$ cat src/rtl/rv_fifo.sv
// rv_fifo: ready/valid FIFO, DEPTH x WIDTH, pointer-based with a wrap bit.
// Latency: one cycle from push to out_valid. With RV_FIFO_BYPASS_EN defined, an
//          empty FIFO passes in_data straight to out_data in zero cycles.
// Backpressure: in_ready = !full & !rst, registered-path only (no out_ready -> in_ready path).
module rv_fifo #(
  parameter int WIDTH = 8,
  parameter int DEPTH = 4
) (
  input  logic                     clk,
  input  logic                     rst,
  input  logic [WIDTH-1:0]         in_data,
  input  logic                     in_valid,
  output logic                     in_ready,
  output logic [WIDTH-1:0]         out_data,
  output logic                     out_valid,
  input  logic                     out_ready,
  output logic [$clog2(DEPTH):0]   level
);

  localparam int AW = $clog2(DEPTH);
  localparam logic [AW:0] ONE = {{AW{1'b0}}, 1'b1};

  logic [WIDTH-1:0] mem [DEPTH];
  logic [AW:0]      wr_ptr;
  logic [AW:0]      rd_ptr;
  logic             empty;
  logic             full;
  logic             push;
  logic             pop;
  logic             wr_en;
  logic             rd_en;

  // Status flags from the pointers; the extra MSB distinguishes full from empty.
  always_comb begin
    empty = (wr_ptr == rd_ptr);
    full  = (wr_ptr[AW-1:0] == rd_ptr[AW-1:0]) && (wr_ptr[AW] != rd_ptr[AW]);
  end

  // Producer side: ready depends only on stored state and reset, never on out_ready.
  always_comb begin
    in_ready = !full && !rst;
    push     = in_valid && in_ready;
  end

`ifdef RV_FIFO_BYPASS_EN
  // Consumer side with bypass: an empty FIFO presents the incoming word directly;
  // a word consumed in that same cycle is never written to storage.
  always_comb begin
    out_valid = !rst && (!empty || in_valid);
    out_data  = '0;
    if (out_valid) begin
      out_data = empty ? in_data : mem[rd_ptr[AW-1:0]];
    end
    pop   = out_valid && out_ready;
    wr_en = push && !(empty && out_ready);
    rd_en = pop && !empty;
  end
`else
  // Consumer side: out_valid/out_data depend only on stored state (plus reset).
  always_comb begin
    out_valid = !empty && !rst;
    out_data  = '0;
    if (out_valid) begin
      out_data = mem[rd_ptr[AW-1:0]];
    end
    pop   = out_valid && out_ready;
    wr_en = push;
    rd_en = pop;
  end
`endif

  // Storage array: written on an accepted push, never cleared by reset.
  always_ff @(posedge clk) begin
    if (wr_en) begin
      mem[wr_ptr[AW-1:0]] <= in_data;
    end
  end

  // Pointers advance on write/read and wrap naturally modulo 2*DEPTH.
  always_ff @(posedge clk) begin
    if (rst) begin
      wr_ptr <= '0;
      rd_ptr <= '0;
    end else begin
      if (wr_en) wr_ptr <= wr_ptr + ONE;
      if (rd_en) rd_ptr <= rd_ptr + ONE;
    end
  end

  // Occupancy count: up on write-only, down on read-only, hold otherwise.
  always_ff @(posedge clk) begin
    if (rst) begin
      level <= '0;
    end else begin
      case ({wr_en, rd_en})
        2'b10:   level <= level + ONE;
        2'b01:   level <= level - ONE;
        default: level <= level;
      endcase
    end
  end

endmodule
$ cat config.mk
export PLATFORM = sky130hd
export DESIGN_NAME = rv_fifo
export DESIGN_NICKNAME = d
export VERILOG_FILES = /design/src/rtl/rv_fifo.sv
export SDC_FILE = /design/constraint.sdc
export NUM_CORES = 1
export LEC_CHECK = 0
export CORE_ASPECT_RATIO = 1.4
export CORE_MARGIN = 2
export CORE_UTILIZATION = 58
export CTS_CLUSTER_SIZE = 14
export DETAILED_ROUTE_END_ITERATION = 6
export PLACE_DENSITY = 0.83
export SKIP_LAST_GASP = 1
export SLEW_MARGIN = 20
export SYNTH_ARGS = -nofsm -noshare
export SYNTH_HDL_FRONTEND = slang
export SYNTH_SLANG_ARGS = --single-unit
$ cat constraint.sdc
create_clock -name clk -period 7.6 [get_ports clk]
set_clock_uncertainty 0.15 [all_clocks]
set_input_delay 1.9 -clock clk [delete_from_list [all_inputs] [get_ports clk]]
set_output_delay 1.9 -clock clk [all_outputs]
set_load 0.1 [all_outputs]
# Yosys cells after proc, flatten, opt, wreduce, memory -nomap -nowiden
# Memories as Yosys holds them, arrays and structs flattened. A register that Yosys moved wholly into a read port is not among the register bits.
# Index checks and enable logic that the tools add are counted.
# W data, S select, Z words.
[classes] addsub=4 eq_ne=5 reduce_logical=9 mux=6
[op_table] op="$add A3 B1 Y3 const B" count=3
[op_table] op="$mux W8" count=1
[op_table] op="$pmux W3 S2" count=1
[op_table] op="$logic_and A1 B1 Y1" count=5
[op_table] op="$mux W2" count=2
[op_table] op="$eq A3 B3 Y1" count=1
[op_table] op="$logic_not A1 Y1" count=3
[op_table] op="$sub A3 B1 Y3 const B" count=1
[op_table] op="$eq A2 B1 Y1 const B" count=1
[op_table] op="$eq A2 B2 Y1" count=1
[op_table] op="$eq A2 B2 Y1 const B" count=1
[op_table] op="$mux W1" count=2
[op_table] op="$reduce_bool A2 Y1" count=1
[op_table] op="$ne A1 B1 Y1" count=1
[word_totals] regBits=9 mem_count=1 inputBits=12 output_inout_bits=13 ram_bits=32 word_cells=28
[memory_table] name="mem" words=4 word_bits=8 read_ports=1 rd_ports_with_merged_regs=1 write_ports=1 line="23" text="logic [WIDTH-1:0] mem [DEPTH];"

# Depth between registers and ports, before layout
[logic_depth] ltp_word=7 mapped_depth=10 mapped_depth_nobuf=9

# Worst setup path after synthesis
# Ideal clock, no wire load.
[synth_path] path_kind="input-to-output" startpoint="in rst" endpoint="out in_ready" t_required_ps=5550 setup_slack_ps=1919 cell_stages=2 path_buffers=1 t_arrival_ps=3631 cell_sequence="clkbuf_1 > a31oi_1"
[synth_between] elab_chain_cells=2
[synth_rtl] element="start, declared" line="10" text="input logic rst,"
[synth_rtl] element="$logic_not A1 Y1" line="41" text="in_ready = !full && !rst;"
[synth_rtl] element="$logic_and A1 B1 Y1" line="41"
[synth_rtl] element="end, declared" line="13" text="output logic in_ready,"
# Every way passes these cells.

# Final worst setup path
[layout_path] startpoint="in rst" endpoint="out out_data[4]"
[layout_between] elab_chain_cells=3
[layout_rtl] element="$logic_not A1 Y1" line="61" text="out_valid = !empty && !rst;"
[layout_rtl] element="$logic_and A1 B1 Y1" line="61"
[layout_rtl] element="$mux W8" line="63" text="if (out_valid) begin"
[layout_rtl] element="end, declared" line="14" text="output logic [WIDTH-1:0] out_data,"
# Every way passes these cells.

==> summary.md <==
| Metric | Value |
|---|---|
| Top FF cell, synth | `edfxtp_1` |
| CP endpoint kind | `output port` |
| Final Hold Fails | `0` |
| Ratio of cells with drive above 1 in the final layout | `12.6%` |
| Clock share of power | `approximately a quarter` |
| Combinational share of power | `between 30% and 40%` |
| Setup TNS | `0 ns` |
| PD cells | `341 nW/um^2` |
| Post-DP HPWL | `about 2800 um` |
| Drt first pass iters | `4` |
| F_max | `156 MHz` |
| Worst-margin pin slew | `0.983 ns` |
| FF-to-FF Start | `wr_ptr[0]$_SDFFE_PP0P_` |
| Routed len/inst | `18.8 um` |
| Number of global-route vias before repair | `1,321` |
| Cells after Synth | `between 100 and 150` |
| Drt via density | `6.00` |
| Part of the power in registers | `37.3%` |
| Total gr overflow | `0` |
| Die Area | `slightly below 4000 um^2` |
| DRC violations left | `0` |
| Setup Fix Bufs, Post-CTS | `0` |
| Total power | `0.000812 W` |
| Fin crit share | `84.5%` |
| Latest clock arrival within the worst-skew pair | `0.29 ns` |
| Status | `finished, final reports clean` |
| Routed Antenna Nets | `0` |
| CP arrival | `4.37 ns` |
| Min cycle time layout | `6.42 ns` |
| Worst-path clk slew | `~0.080 ns` |
| Sw Share | `~39%` |
| Ys async rst share | `0%` |
| Die width | `roughly 53 um` |
| Maximum VDD drop | `around 0.24 mV` |
| # diodes | `0` |
| RSZ-0062 raised after global routing | `no` |
| Syn. warnings | `0` |
| Type of the tightest min-delay check | `reg2reg` |
| Via count | `1,241` |
| Most frequent cells in the layout | `edfxtp_1 (32), clkdlybuf4s50_1 (24), dfxtp_1 (11), nor2b_1 (10), inv_1 (9)` |
| Max Cap Viol | `0` |
| CP startpoint | `rst` |
| Pin count of the biggest net entering global routing | `17` |
| Max Root-Sink Buffers | `2` |
| Leak Pwr | `0.809 nW` |
| CTS tree | `done` |
| Iter 0 DRT Violations | `between 60 and 70` |
| Worst Path Class, Setup | `in2out` |
| PortBufs | `24` |
| Setup slack on the worst flop-to-flop path | `between 4 and 5 ns` |
| Mapped Area | `1980 um^2` |
| Cell internal pwr | `0.000497 W` |
| Number of CTS-inserted buffers | `5` |
| FP Rows | `25` |
| Nets@finish | `185` |
| Crit path to | `out_data[4]` |
| Final setup viols | `0` |
| Yosys cell types | `36` |
| Core Footprint | `3320 um^2` |
| Switching Power | `0.000315 W` |
| Syn avg cell area | `about 14 um^2` |
| Gpl congestion | `0.851` |
| GRT Total Usage | `a little under a quarter` |
| Starting Density | `about three fifths` |
| Reg-to-Reg End | `level[2]$_SDFFE_PP0P_` |
| Worst EP required | `5.55 ns` |
| Post_cts resized | `0` |
| Register area share after synthesis | `about three fifths` |
| I/O pins | `25` |
| Critical path peak fanout | `16` |
| Clock root buffer master | `clkbuf_8` |
| Global-route wire length before repair | `6290 um` |
| FF+latch count, synth | `43` |
| Crit start category | `input port` |
| Syn_nets | `159` |
| Die H | `73.1 um` |
| Fillers | `~220` |
| Htree depth | `2` |
| # hold bufs at CTS | `0` |
| Initial antenna violation count | `0` |
| Worst slew margin | `34.2%` |
| R2R cell count | `9` |
| # clock sinks | `43` |
| Slew Viols, Final | `0` |
| Area Growth Syn to Fin | `20.2%` |
| EDFF count, synth | `32` |
| Total Wirelength | `3890 um` |
| Commonest non-fill, non-tap cell in the layout | `edfxtp_1` |
-- layout make-up --
cell class | count | area (um^2) | area share, %
Tap cell | 40 | 50.0 | 2.10
Inverter | 9 | 33.8 | 1.42
Multi-Input combinational cell | 83 | 742 | 31.2
Clock buffer | 6 | 72.6 | 3.05
Sequential cell | 43 | 1180 | 49.6
Timing Repair Buffer | 24 | 240 | 10.1
Clock inverter | 2 | 60.1 | 2.52
-- worst min path at each step --
stage,startpoint,end,slack (ns),cells past startpoint
CTS,level[2]$_SDFFE_PP0P_,level[2]$_SDFFE_PP0P_,0.39,2
global route,level[2]$_SDFFE_PP0P_,level[2]$_SDFFE_PP0P_,0.42,2
floorplan,rd_ptr[1]$_SDFFE_PP0P_,wr_ptr[1]$_SDFFE_PP0P_,0.52,3
global placement,level[2]$_SDFFE_PP0P_,level[2]$_SDFFE_PP0P_,0.33,2
finish,level[2]$_SDFFE_PP0P_,level[2]$_SDFFE_PP0P_,0.39,2
detailed placement,level[2]$_SDFFE_PP0P_,level[2]$_SDFFE_PP0P_,0.36,2
-- power groups by stage --
stage	registers [W]	logic [W]	clock network [W]
4_1_cts	0.000303	0.000303	0.000209
6_report	0.000303	0.000302	0.000207
2_1_floorplan	0.000318	0.000219	0
3_3_place_gp	0.000306	0.000293	0
3_5_place_dp	0.000308	0.000301	0
5_1_grt	0.000307	0.000318	0.000217
-- cell families after synthesis --
group	count (synthesis)	share of synthesized area, %
flops	43	59.7
simple gates	40	12.5
compound gates	20	6.38
buf+inv	14	2.84
xor+xnor	8	4.68
mux	8	9.10
fa+ha+maj	7	4.80
-- synth_stat cells, types with 2 or more instances --
cell type / n / share of area (%)
nor3b_1: 2 / 0.76
xnor2_1: 2 / 0.89
a41oi_1: 2 / 0.89
a21oi_1: 6 / 1.5
nor4_1: 2 / 0.63
nor2b_1: 10 / 3.2
mux4_2: 8 / 9.1
o21ai_0: 5 / 1.3
dfxtp_1: 11 / 11
inv_1: 9 / 1.7
edfxtp_1: 32 / 49
and2_1: 2 / 0.63
ha_1: 6 / 3.8
or4_1: 2 / 0.76
o211ai_1: 2 / 0.76
buf_2: 2 / 0.51
and2_2: 2 / 0.76
nand3_1: 5 / 1.3
nor2_1: 6 / 1.1
xor2_2: 2 / 1.6
nand4_1: 4 / 1.3
xor2_1: 3 / 1.3
a22oi_1: 2 / 0.76
-- stage by stage --
| stage | setup WS [ns] | util (%) | instances | instance area, um^2 | hold slack (ns) |
|---|---|---|---|---|---|
| floorplan | 1.92 | - | 140 | 1980 | 0.519 |
| global placement | 1.29 | 67.8 | 199 | 2250 | 0.331 |
| detailed placement | 1.17 | 67.8 | 199 | 2250 | 0.357 |
| CTS | 1.19 | 71.8 | 207 | 2380 | 0.387 |
| global route | 1.09 | 71.8 | 207 | 2380 | 0.417 |
| finish | 1.18 | 71.8 | 207 | 2380 | 0.387 |
-- state kept, by name, indices dropped and copies added, names as in the netlist, named ones only --
signal / count
mem: 32
level: 3
rd_ptr: 3
wr_ptr: 3
-- layer usage --
| metal | part of all wire [%] | track usage (%) |
|---|---|---|
| met1 | 35 | 24.8 |
| met2 | 58 | 41.6 |
| met3 | 3.6 | 5.12 |
| met4 | 3.4 | 12.8 |
| met5 | 0 | 0 |
-- worst max-delay path, cell delays in order --
cell and delay, ns:
clkdlybuf4s50_1 0.69, a31o_2 0.45, nor2b_1 0.16, clkdlybuf4s50_1 1.16
(Power assumes the default switching activity.)
